[config.mk]
export PLATFORM = sky130hd
export DESIGN_NAME = multicycle_controller_flat
export DESIGN_NICKNAME = d
export VERILOG_FILES = /design/src/rtl/multicycle_controller_if.sv /design/src/rtl/multicycle_controller.sv /design/src/flat_wrapper.sv
export SDC_FILE = /design/constraint.sdc
export NUM_CORES = 1
export LEC_CHECK = 0
export BUFFER_PORTS_ARGS = -buffer_cell sky130_fd_sc_hd__buf_2
export CAP_MARGIN = 20
export CORE_ASPECT_RATIO = 0.5
export CORE_MARGIN = 10
export CORE_UTILIZATION = 25
export CTS_BUF_LIST = sky130_fd_sc_hd__clkbuf_8
export DETAILED_ROUTE_END_ITERATION = 10
export PLACE_DENSITY = 0.55
export SLEW_MARGIN = 20
export SYNTH_ARGS = -nofsm -noshare
export SYNTH_HDL_FRONTEND = slang
export SYNTH_SLANG_ARGS = --single-unit
[constraint.sdc]
create_clock -name clk -period 1.5 [get_ports clk]
set_clock_uncertainty 0.15 [all_clocks]
set_input_delay 0.075 -clock clk [delete_from_list [all_inputs] [get_ports clk]]
set_output_delay 0.075 -clock clk [all_outputs]
set_load 0.1 [all_outputs]
[src/rtl/multicycle_controller_if.sv]
// Control bundle between the multicycle RV32I datapath and its main control FSM.
// master = datapath side (supplies instruction fields/flags), slave = controller.
interface multicycle_controller_if;
    logic [6:0] op;
    logic [2:0] f3;
    logic       zero;
    logic       neg;
    logic       pc_write;
    logic       adr_src;
    logic       mem_write;
    logic       ir_write;
    logic [1:0] result_src;
    logic [1:0] alu_src_a;
    logic [1:0] alu_src_b;
    logic [2:0] imm_src;
    logic       reg_write;
    logic [1:0] alu_op;
    logic [3:0] state;

    modport master (
        output op, f3, zero, neg,
        input  pc_write, adr_src, mem_write, ir_write, result_src,
               alu_src_a, alu_src_b, imm_src, reg_write, alu_op, state
    );

    modport slave (
        input  op, f3, zero, neg,
        output pc_write, adr_src, mem_write, ir_write, result_src,
               alu_src_a, alu_src_b, imm_src, reg_write, alu_op, state
    );
endinterface

[src/rtl/multicycle_controller.sv]
// Main control FSM of the multicycle RV32I core: sequences fetch/decode/execute/mem/wb.
// Outputs are combinational from state (plus flags in BRANCH); no backpressure, one state per clock.
module multicycle_controller (
    input  logic                   clk,
    input  logic                   rst,
    multicycle_controller_if.slave bus
);
    localparam logic [6:0] OP_LOAD  = 7'b0000011;
    localparam logic [6:0] OP_STORE = 7'b0100011;
    localparam logic [6:0] OP_R     = 7'b0110011;
    localparam logic [6:0] OP_I     = 7'b0010011;
    localparam logic [6:0] OP_BR    = 7'b1100011;
    localparam logic [6:0] OP_JAL   = 7'b1101111;
    localparam logic [6:0] OP_JALR  = 7'b1100111;
    localparam logic [6:0] OP_LUI   = 7'b0110111;

    typedef enum logic [3:0] {
        S_FETCH    = 4'd0,
        S_DECODE   = 4'd1,
        S_MEMADR   = 4'd2,
        S_MEMREAD  = 4'd3,
        S_MEMWB    = 4'd4,
        S_MEMWRITE = 4'd5,
        S_EXECR    = 4'd6,
        S_EXECI    = 4'd7,
        S_ALUWB    = 4'd8,
        S_BRANCH   = 4'd9,
        S_JAL      = 4'd10,
        S_JALR1    = 4'd11,
        S_JALR2    = 4'd12,
        S_LUI      = 4'd13
    } state_t;

    state_t     cur, nxt;
    logic       pcw, adr, memw, irw, rw, taken;
    logic [1:0] rs, sa, sb, aop;

    always_ff @(posedge clk or negedge rst) begin
        if (!rst) cur <= S_FETCH;
        else      cur <= nxt;
    end

    always_comb begin
        taken = 1'b0;
        case (bus.f3)
            3'b000:  taken = bus.zero;
            3'b001:  taken = !bus.zero;
            3'b100:  taken = bus.neg;
            3'b101:  taken = !bus.neg;
            default: taken = 1'b0;
        endcase
    end

    always_comb begin
        nxt  = S_FETCH;
        pcw  = 1'b0;
        adr  = 1'b0;
        memw = 1'b0;
        irw  = 1'b0;
        rw   = 1'b0;
        rs   = 2'b00;
        sa   = 2'b00;
        sb   = 2'b00;
        aop  = 2'b00;
        case (cur)
            S_FETCH: begin
                irw = 1'b1;
                sb  = 2'b10;
                rs  = 2'b10;
                pcw = 1'b1;
                nxt = S_DECODE;
            end
            S_DECODE: begin
                // OldPC+imm lands in ALUOut here, ready as a branch/jal target
                sa = 2'b01;
                sb = 2'b01;
                case (bus.op)
                    OP_LOAD, OP_STORE: nxt = S_MEMADR;
                    OP_R:              nxt = S_EXECR;
                    OP_I:              nxt = S_EXECI;
                    OP_BR:             nxt = S_BRANCH;
                    OP_JAL:            nxt = S_JAL;
                    OP_JALR:           nxt = S_JALR1;
                    OP_LUI:            nxt = S_LUI;
                    default:           nxt = S_FETCH;
                endcase
            end
            S_MEMADR: begin
                sa  = 2'b10;
                sb  = 2'b01;
                nxt = (bus.op == OP_LOAD) ? S_MEMREAD : S_MEMWRITE;
            end
            S_MEMREAD: begin
                adr = 1'b1;
                nxt = S_MEMWB;
            end
            S_MEMWB: begin
                rs = 2'b01;
                rw = 1'b1;
            end
            S_MEMWRITE: begin
                adr  = 1'b1;
                memw = 1'b1;
            end
            S_EXECR: begin
                sa  = 2'b10;
                aop = 2'b10;
                nxt = S_ALUWB;
            end
            S_EXECI: begin
                sa  = 2'b10;
                sb  = 2'b01;
                aop = 2'b11;
                nxt = S_ALUWB;
            end
            S_ALUWB: rw = 1'b1;
            S_BRANCH: begin
                sa  = 2'b10;
                aop = 2'b01;
                pcw = taken;
            end
            S_JAL, S_JALR2: begin
                sa  = 2'b01;
                sb  = 2'b10;
                pcw = 1'b1;
                nxt = S_ALUWB;
            end
            S_JALR1: begin
                sa  = 2'b10;
                sb  = 2'b01;
                nxt = S_JALR2;
            end
            S_LUI: begin
                rs = 2'b11;
                rw = 1'b1;
            end
            default: nxt = S_FETCH;
        endcase
    end

    always_comb begin
        case (bus.op)
            OP_LOAD, OP_I, OP_JALR: bus.imm_src = 3'b000;
            OP_STORE:               bus.imm_src = 3'b001;
            OP_BR:                  bus.imm_src = 3'b010;
            OP_JAL:                 bus.imm_src = 3'b011;
            OP_LUI:                 bus.imm_src = 3'b100;
            default:                bus.imm_src = 3'b000;
        endcase
    end

    // Reset already pins the state to FETCH; the strobes alone need gating.
    assign bus.pc_write   = pcw  & rst;
    assign bus.ir_write   = irw  & rst;
    assign bus.mem_write  = memw & rst;
    assign bus.reg_write  = rw   & rst;
    assign bus.adr_src    = adr;
    assign bus.result_src = rs;
    assign bus.alu_src_a  = sa;
    assign bus.alu_src_b  = sb;
    assign bus.alu_op     = aop;
    assign bus.state      = cur;
endmodule

[src/flat_wrapper.sv]
// flat-port wrapper written by rule: the top's interface ports become plain ports
module multicycle_controller_flat 
  (clk, rst, bus_op, bus_f3, bus_zero, bus_neg, bus_pc_write, bus_adr_src, bus_mem_write, bus_ir_write, bus_result_src, bus_alu_src_a, bus_alu_src_b, bus_imm_src, bus_reg_write, bus_alu_op, bus_state);
  multicycle_controller_if bus_i ();
  input  logic clk;
  input  logic rst;
  input wire logic [$bits(bus_i.op)-1:0] bus_op;
  input wire logic [$bits(bus_i.f3)-1:0] bus_f3;
  input wire logic [$bits(bus_i.zero)-1:0] bus_zero;
  input wire logic [$bits(bus_i.neg)-1:0] bus_neg;
  output wire logic [$bits(bus_i.pc_write)-1:0] bus_pc_write;
  output wire logic [$bits(bus_i.adr_src)-1:0] bus_adr_src;
  output wire logic [$bits(bus_i.mem_write)-1:0] bus_mem_write;
  output wire logic [$bits(bus_i.ir_write)-1:0] bus_ir_write;
  output wire logic [$bits(bus_i.result_src)-1:0] bus_result_src;
  output wire logic [$bits(bus_i.alu_src_a)-1:0] bus_alu_src_a;
  output wire logic [$bits(bus_i.alu_src_b)-1:0] bus_alu_src_b;
  output wire logic [$bits(bus_i.imm_src)-1:0] bus_imm_src;
  output wire logic [$bits(bus_i.reg_write)-1:0] bus_reg_write;
  output wire logic [$bits(bus_i.alu_op)-1:0] bus_alu_op;
  output wire logic [$bits(bus_i.state)-1:0] bus_state;
  assign bus_i.op = bus_op;
  assign bus_i.f3 = bus_f3;
  assign bus_i.zero = bus_zero;
  assign bus_i.neg = bus_neg;
  assign bus_pc_write = bus_i.pc_write;
  assign bus_adr_src = bus_i.adr_src;
  assign bus_mem_write = bus_i.mem_write;
  assign bus_ir_write = bus_i.ir_write;
  assign bus_result_src = bus_i.result_src;
  assign bus_alu_src_a = bus_i.alu_src_a;
  assign bus_alu_src_b = bus_i.alu_src_b;
  assign bus_imm_src = bus_i.imm_src;
  assign bus_reg_write = bus_i.reg_write;
  assign bus_alu_op = bus_i.alu_op;
  assign bus_state = bus_i.state;
  multicycle_controller u_core (.clk(clk), .rst(rst), .bus(bus_i));
endmodule
Word-level counts from Yosys, hierarchy flattened
Cells that the tools add are included.
- input bits: 14
- output and inout bits: 20
- bits in registers: 4
- word-level logic and storage cells: 55
- reduce and logical (&&, ||, !) cells: 12
- mux-type cells: 14
- bitwise gates (word level): 4
- eq/ne operators: 24
- operator list (cell ; number):
    4-bit one-hot mux with 7 select lines ; 1
    4-bit equality test (second input constant) ; 6
    4-bit one-hot mux with 6 select lines ; 1
    7-bit by 6-bit equality test with 1-bit output (second input constant) ; 3
    7-bit equality test (second input constant) ; 3
    4-bit by 3-bit equality test with 1-bit output (second input constant) ; 4
    2-bit one-hot mux with 3 select lines ; 2
    3-bit one-hot mux with 4 select lines ; 1
    3-bit OR reduction ; 3
    4-bit by 2-bit equality test with 1-bit output (second input constant) ; 2
    2-bit one-hot mux with 2 select lines ; 2
    4-bit OR reduction ; 2
    7-bit by 2-bit equality test with 1-bit output (second input constant) ; 1
    7-bit by 5-bit equality test with 1-bit output (second input constant) ; 1
    3-bit equality test (second input constant) ; 2
    5-bit OR reduction ; 1
    1-bit AND ; 4
    4-bit by 1-bit equality test with 1-bit output (second input constant) ; 1
    4-bit zero test ; 1
    1-bit two-way mux ; 4
    1-bit one-hot mux with 4 select lines ; 1
    2-bit OR reduction ; 2
    3-bit by 1-bit equality test with 1-bit output (second input constant) ; 1
    3-bit zero test ; 1
    3 further kinds ; 4

Logic depth before layout (Yosys ltp)
- word-level depth: 4
- depth in mapped cells: 5
- gate-level depth less buffers: 3

Worst setup path after synthesis
No wires, ideal clock.
- kind: in2out
- start point: in bus_op[2]
- end point: out bus_imm_src[1]
- arrival time: 3.496 ns
- path buffers: 1
- path slack: -2.221 ns
- data required time: 1.275 ns
- cell stages on the path: 3
- cells stage by stage: buf_2 > xor2_1 > nor4b_1
- cells in the longest elaborated chain, start to end: 2
- elaborated cells on any way between the ends: 5
- those cells by class: eq/ne: 4; mux: 1
- ends and longest elaborated chain (what ; line ; source):
    start, declared ; flat_wrapper.sv:7 ; input wire logic [$bits(bus_i.op)-1:0] bus_op;
    7-bit by 6-bit equality test with 1-bit output / 7-bit equality test (equally long branches) ; multicycle_controller.sv:142 ; case (bus.op)
    3-bit one-hot mux with 4 select lines * ; multicycle_controller.sv:142 ;
    end, declared ; flat_wrapper.sv:18 ; output wire logic [$bits(bus_i.imm_src)-1:0] bus_imm_src;
Every way passes the cells marked *; elsewhere a longest branch is shown, timed or not.

Worst setup path after layout
- start point: reg u_core.cur[1], in the netlist u_core.bus.state[1]
- end point: out bus_alu_src_b[1]
- cells in the longest elaborated chain, start to end: 3
- elaborated cells on any way between the ends: 10
- those cells by class: eq/ne: 6; mux: 1; reduce/logical: 3
- ends and longest elaborated chain (what ; line ; source):
    start, declared ; multicycle_controller.sv:34 ; state_t cur, nxt;
    start signal, assigned ; multicycle_controller.sv:40 ; else cur <= nxt;
    4-bit by 2-bit equality test with 1-bit output, or another cell as far along ; multicycle_controller.sv:65 ; case (cur)
    4-bit OR reduction (no line) / 3-bit OR reduction (equally long branches) ; -- ;
    2-bit one-hot mux with 2 select lines * ; multicycle_controller.sv:65 ;
    end, declared ; flat_wrapper.sv:17 ; output wire logic [$bits(bus_i.alu_src_b)-1:0] bus_alu_src_b;
Marked as above.

==> metrics.md <==
| Metric | Value |
|---|---|
| Netlist cell types | `39` |
| Predominant post-synthesis flop cell | `dfrtp_1` |
| CTS H-tree lvls | `1` |
| Flops & latches, synth | `4` |
| Share of layout cells above drive strength 1 | `65.99%` |
| CP Capture Type | `output port` |
| Cell Rows | `13` |
| Net Count, Synth | `107` |
| Clk root buf | `clkbuf_8` |
| Fin cells | `184` |
| Synth top area share | `13.75%` |
| CP max stage cell | `dfrtp_4` |
| Pwr/cell area | `1455 nW/um2` |
| Remaining DRCs | `0` |
| Core area | `2684 um2` |
| Mean Syn Cell Area | `7.830 um2` |
| Fmax | `between 0.5 and 0.6 GHz` |
| Global-route wire length before repair | `4140 um` |
| Vias in the first global route | `873` |
| Area growth syn-to-layout | `125.3%` |
| Placed Cells | `177` |
| Fraction of synthesis flops using an asynchronous set or reset pin | `100.0%` |
| ANT cells | `0` |
| Clock transition at the registers of the reported paths | `0.03 ns` |
| Hold crit path type | `primary input to flop` |
| Clock Sinks | `4` |
| Internal Power | `1.135 mW` |
| Die height | `around 58 um` |
| Die Wd | `96.33 um` |
| Vias | `873` |
| Total power | `~2.4 mW` |
| CP max FO | `7` |
| Grt ovf | `0` |
| Post-synth top cells | `nand2b_1 (9), nor2_1 (9), and3_1 (6), buf_6 (6), nand2_1 (5)` |
| Hpwl dp | `between 2000 and 2500 um` |
| Hold_ws | `0.1160 ns` |
| Initial antenna violation count | `0` |
| Total GRT Usage | `8.963%` |
| Largest net degree at the start of global routing | `13` |
| Slew headroom | `79.25%` |
| Seq pwr share | `8.1%` |
| Worst Setup Start Kind | `flop` |
| CP cell instances | `nand2b_1 > a32o_4 > buf_4 > buf_12` |
| YS warnings | `0` |
| Die area | `5603 um2` |
| Sw Share | `between 50% and 60%` |
| Flip-flop count of the largest register after layout | `4` |
| Worst Path Buf+Inv | `2` |
| Final setup fails | `13` |
| GPL Wtd Cong | `a little over 0.8` |
| NetSw | `1.251 mW` |
| Lkg Pwr | `0.7027 nW` |
| Failing checks | `setup timing` |
| Maxcap violations | `0` |
| Final wirelength | `2511 um` |
| Total CTS buffers | `3` |
| Final Net Count | `around 160` |
| Worst Setup Path Type | `flop to output port` |
| Slew @ Worst Pin | `between 0.3 and 0.4 ns` |
| Final hold viol count | `0` |
| Io pins | `34` |
| Period utilisation layout | `117.9%` |
| Antenna Violating Nets Remaining | `0` |
| CP delay by family, top | `flip-flops` |
| Worst setup margin | `-0.2678 ns` |
| Clock Path Buffers | `2` |
| Crit path arrival time | `1.54 ns` |
| I/O Buffers | `33` |
| Worst vdd ir | `between 0.0006 and 0.0007 V` |
| Clk pwr share | `9.5%` |
| Final Critical Period | `1.768 ns` |
| RSZ-0062 raised after global routing | `yes` |
| Initial cell density of the core | `27.13%` |
| Initial DRC Count | `9` |
| EDFF count, synth | `0` |
| Critical Path Max Stage Delay | `between 0.5 and 0.6 ns` |
| Final Max Slew Viols | `0` |
| Synthesized cell area | `728.2 um2` |
| Vias per inst | `4.745` |
| Mapped Cells | `between 90 and 100` |
| Pre-antenna DRT Iters | `4` |
| Req. time, crit path | `1.27 ns` |
| DR WL/cell | `~14 um` |
| CTS tree | `done` |
| Part of the Yosys area used for sequential elements | `13.75%` |
| Status | `complete, but fails checks` |
| Comb pwr share | `82.4%` |
| Post-synth top area cell | `dfrtp_1` |
| Clk_lat worst skew | `0.22 ns` |
| Top cells by area, synth | `dfrtp_1 (14%), buf_6 (9.3%), nand2b_1 (7.7%)` |
==> cells in the final DEF (no fill, tap or decap), types with 2 or more instances in the layout <==
master     instances
buf_6              4
nand3_1            2
buf_4             23
nor2_2             2
nor4b_4            2
clkbuf_8           3
xor2_1             4
and3_1             5
nor2b_2            3
o21a_1             2
nor2_1             4
buf_12            20
o2bb2ai_4          2
dfrtp_4            4
nor3b_1            2
buf_2             13
nand2_1            5
nand2b_1           7
nand2b_4           2
nor3_2             2
nor2_4             3
mux2i_1            2
nor3_4             2
==> logic make-up (layout without fill, tap and decap cells) <==
group / after synthesis / count (layout) / synth area share, %
xor gates and xnor gates: 5 / 5 / 6.013
AOI/OAI and AO/OA: 16 / 16 / 15.81
muxes: 3 / 3 / 4.296
buffers and inverters: 11 / 65 / 13.23
and+or+nand+nor: 54 / 54 / 46.91
DFF: 4 / 4 / 13.75
==> power groups by stage <==
| stage | registers [mW] | clock network [mW] | logic (mW) |
|---|---|---|---|
| 2_1_floorplan | 0.273 | 0 | 1.15 |
| 3_3_place_gp | 0.190 | 0 | 1.89 |
| 3_5_place_dp | 0.194 | 0 | 1.89 |
| 4_1_cts | 0.194 | 0.235 | 1.92 |
| 5_1_grt | 0.203 | 0.236 | 2.04 |
| 6_report | 0.193 | 0.226 | 1.97 |
==> what timing repair did <==
item / in CTS / in global routing
hold endpoints to repair: 4 / 0
gates resized for setup: 7 / 8
setup endpoints to repair: 13 / 16
pin swaps: 0 / 2
buffers inserted: 2 / 2
hold buffers: 1 / 0
==> through the flow <==
step	setup slack [ns]	cell area (um2)	utilization [%]	setup TNS, ns
finish	-0.2678	1640	61.12	-2.511
global route	-0.3105	1640	61.12	-3.324
CTS	-0.2734	1593	59.35	-2.602
detailed placement	-0.03725	1494	55.66	-0.1397
global placement	-0.02487	1494	55.66	-0.06400
floorplan	-0.4927	900.9	-	-4.063
==> layer usage <==
metal / share of wire (%) / routed length (um) / vias to the layer above / global-route usage, %
li1: - / - / 445 / -
met1: 46 / 1150 / 405 / 10.60
met2: 47 / 1173 / 21 / 14.97
met3: 6.8 / 171 / 2 / 2.824
met4: 0.64 / 16 / 0 / 3.086
met5: 0 / 0 / - / 0
==> worst min-delay path: stages <==
cell     delay [ns]
buf_2          0.16
nor3_2         0.06
nand4_1        0.08
a21oi_1        0.07
==> path summary, 6_finish.rpt <==
path / startpoint / end / slack [ns] / depth (start not counted)
min reg2reg: u_core.bus.state[2] / u_core.bus.state[3] / 0.57 / 3
min in group asynchronous: rst / u_core.bus.state[3] / 0.28 / 3
max reg2reg: u_core.bus.state[3] / u_core.bus.state[2] / 0.02 / 4
min: bus_op[5] / u_core.bus.state[1] / 0.12 / 4
max in group asynchronous: rst / u_core.bus.state[0] / 0.73 / 3
max: u_core.bus.state[1] / bus_alu_src_b[1] / -0.27 / 4
==> final cells by class <==
cell class	instances	area [um2]
fillers	219	1044
multi-input cells	78	740.7
repair buffers	61	693.2
flip-flops and latches	4	115.1
well taps	37	46.29
clock buffers	3	41.29
inverters	1	3.754
(Power assumes the default switching activity.)
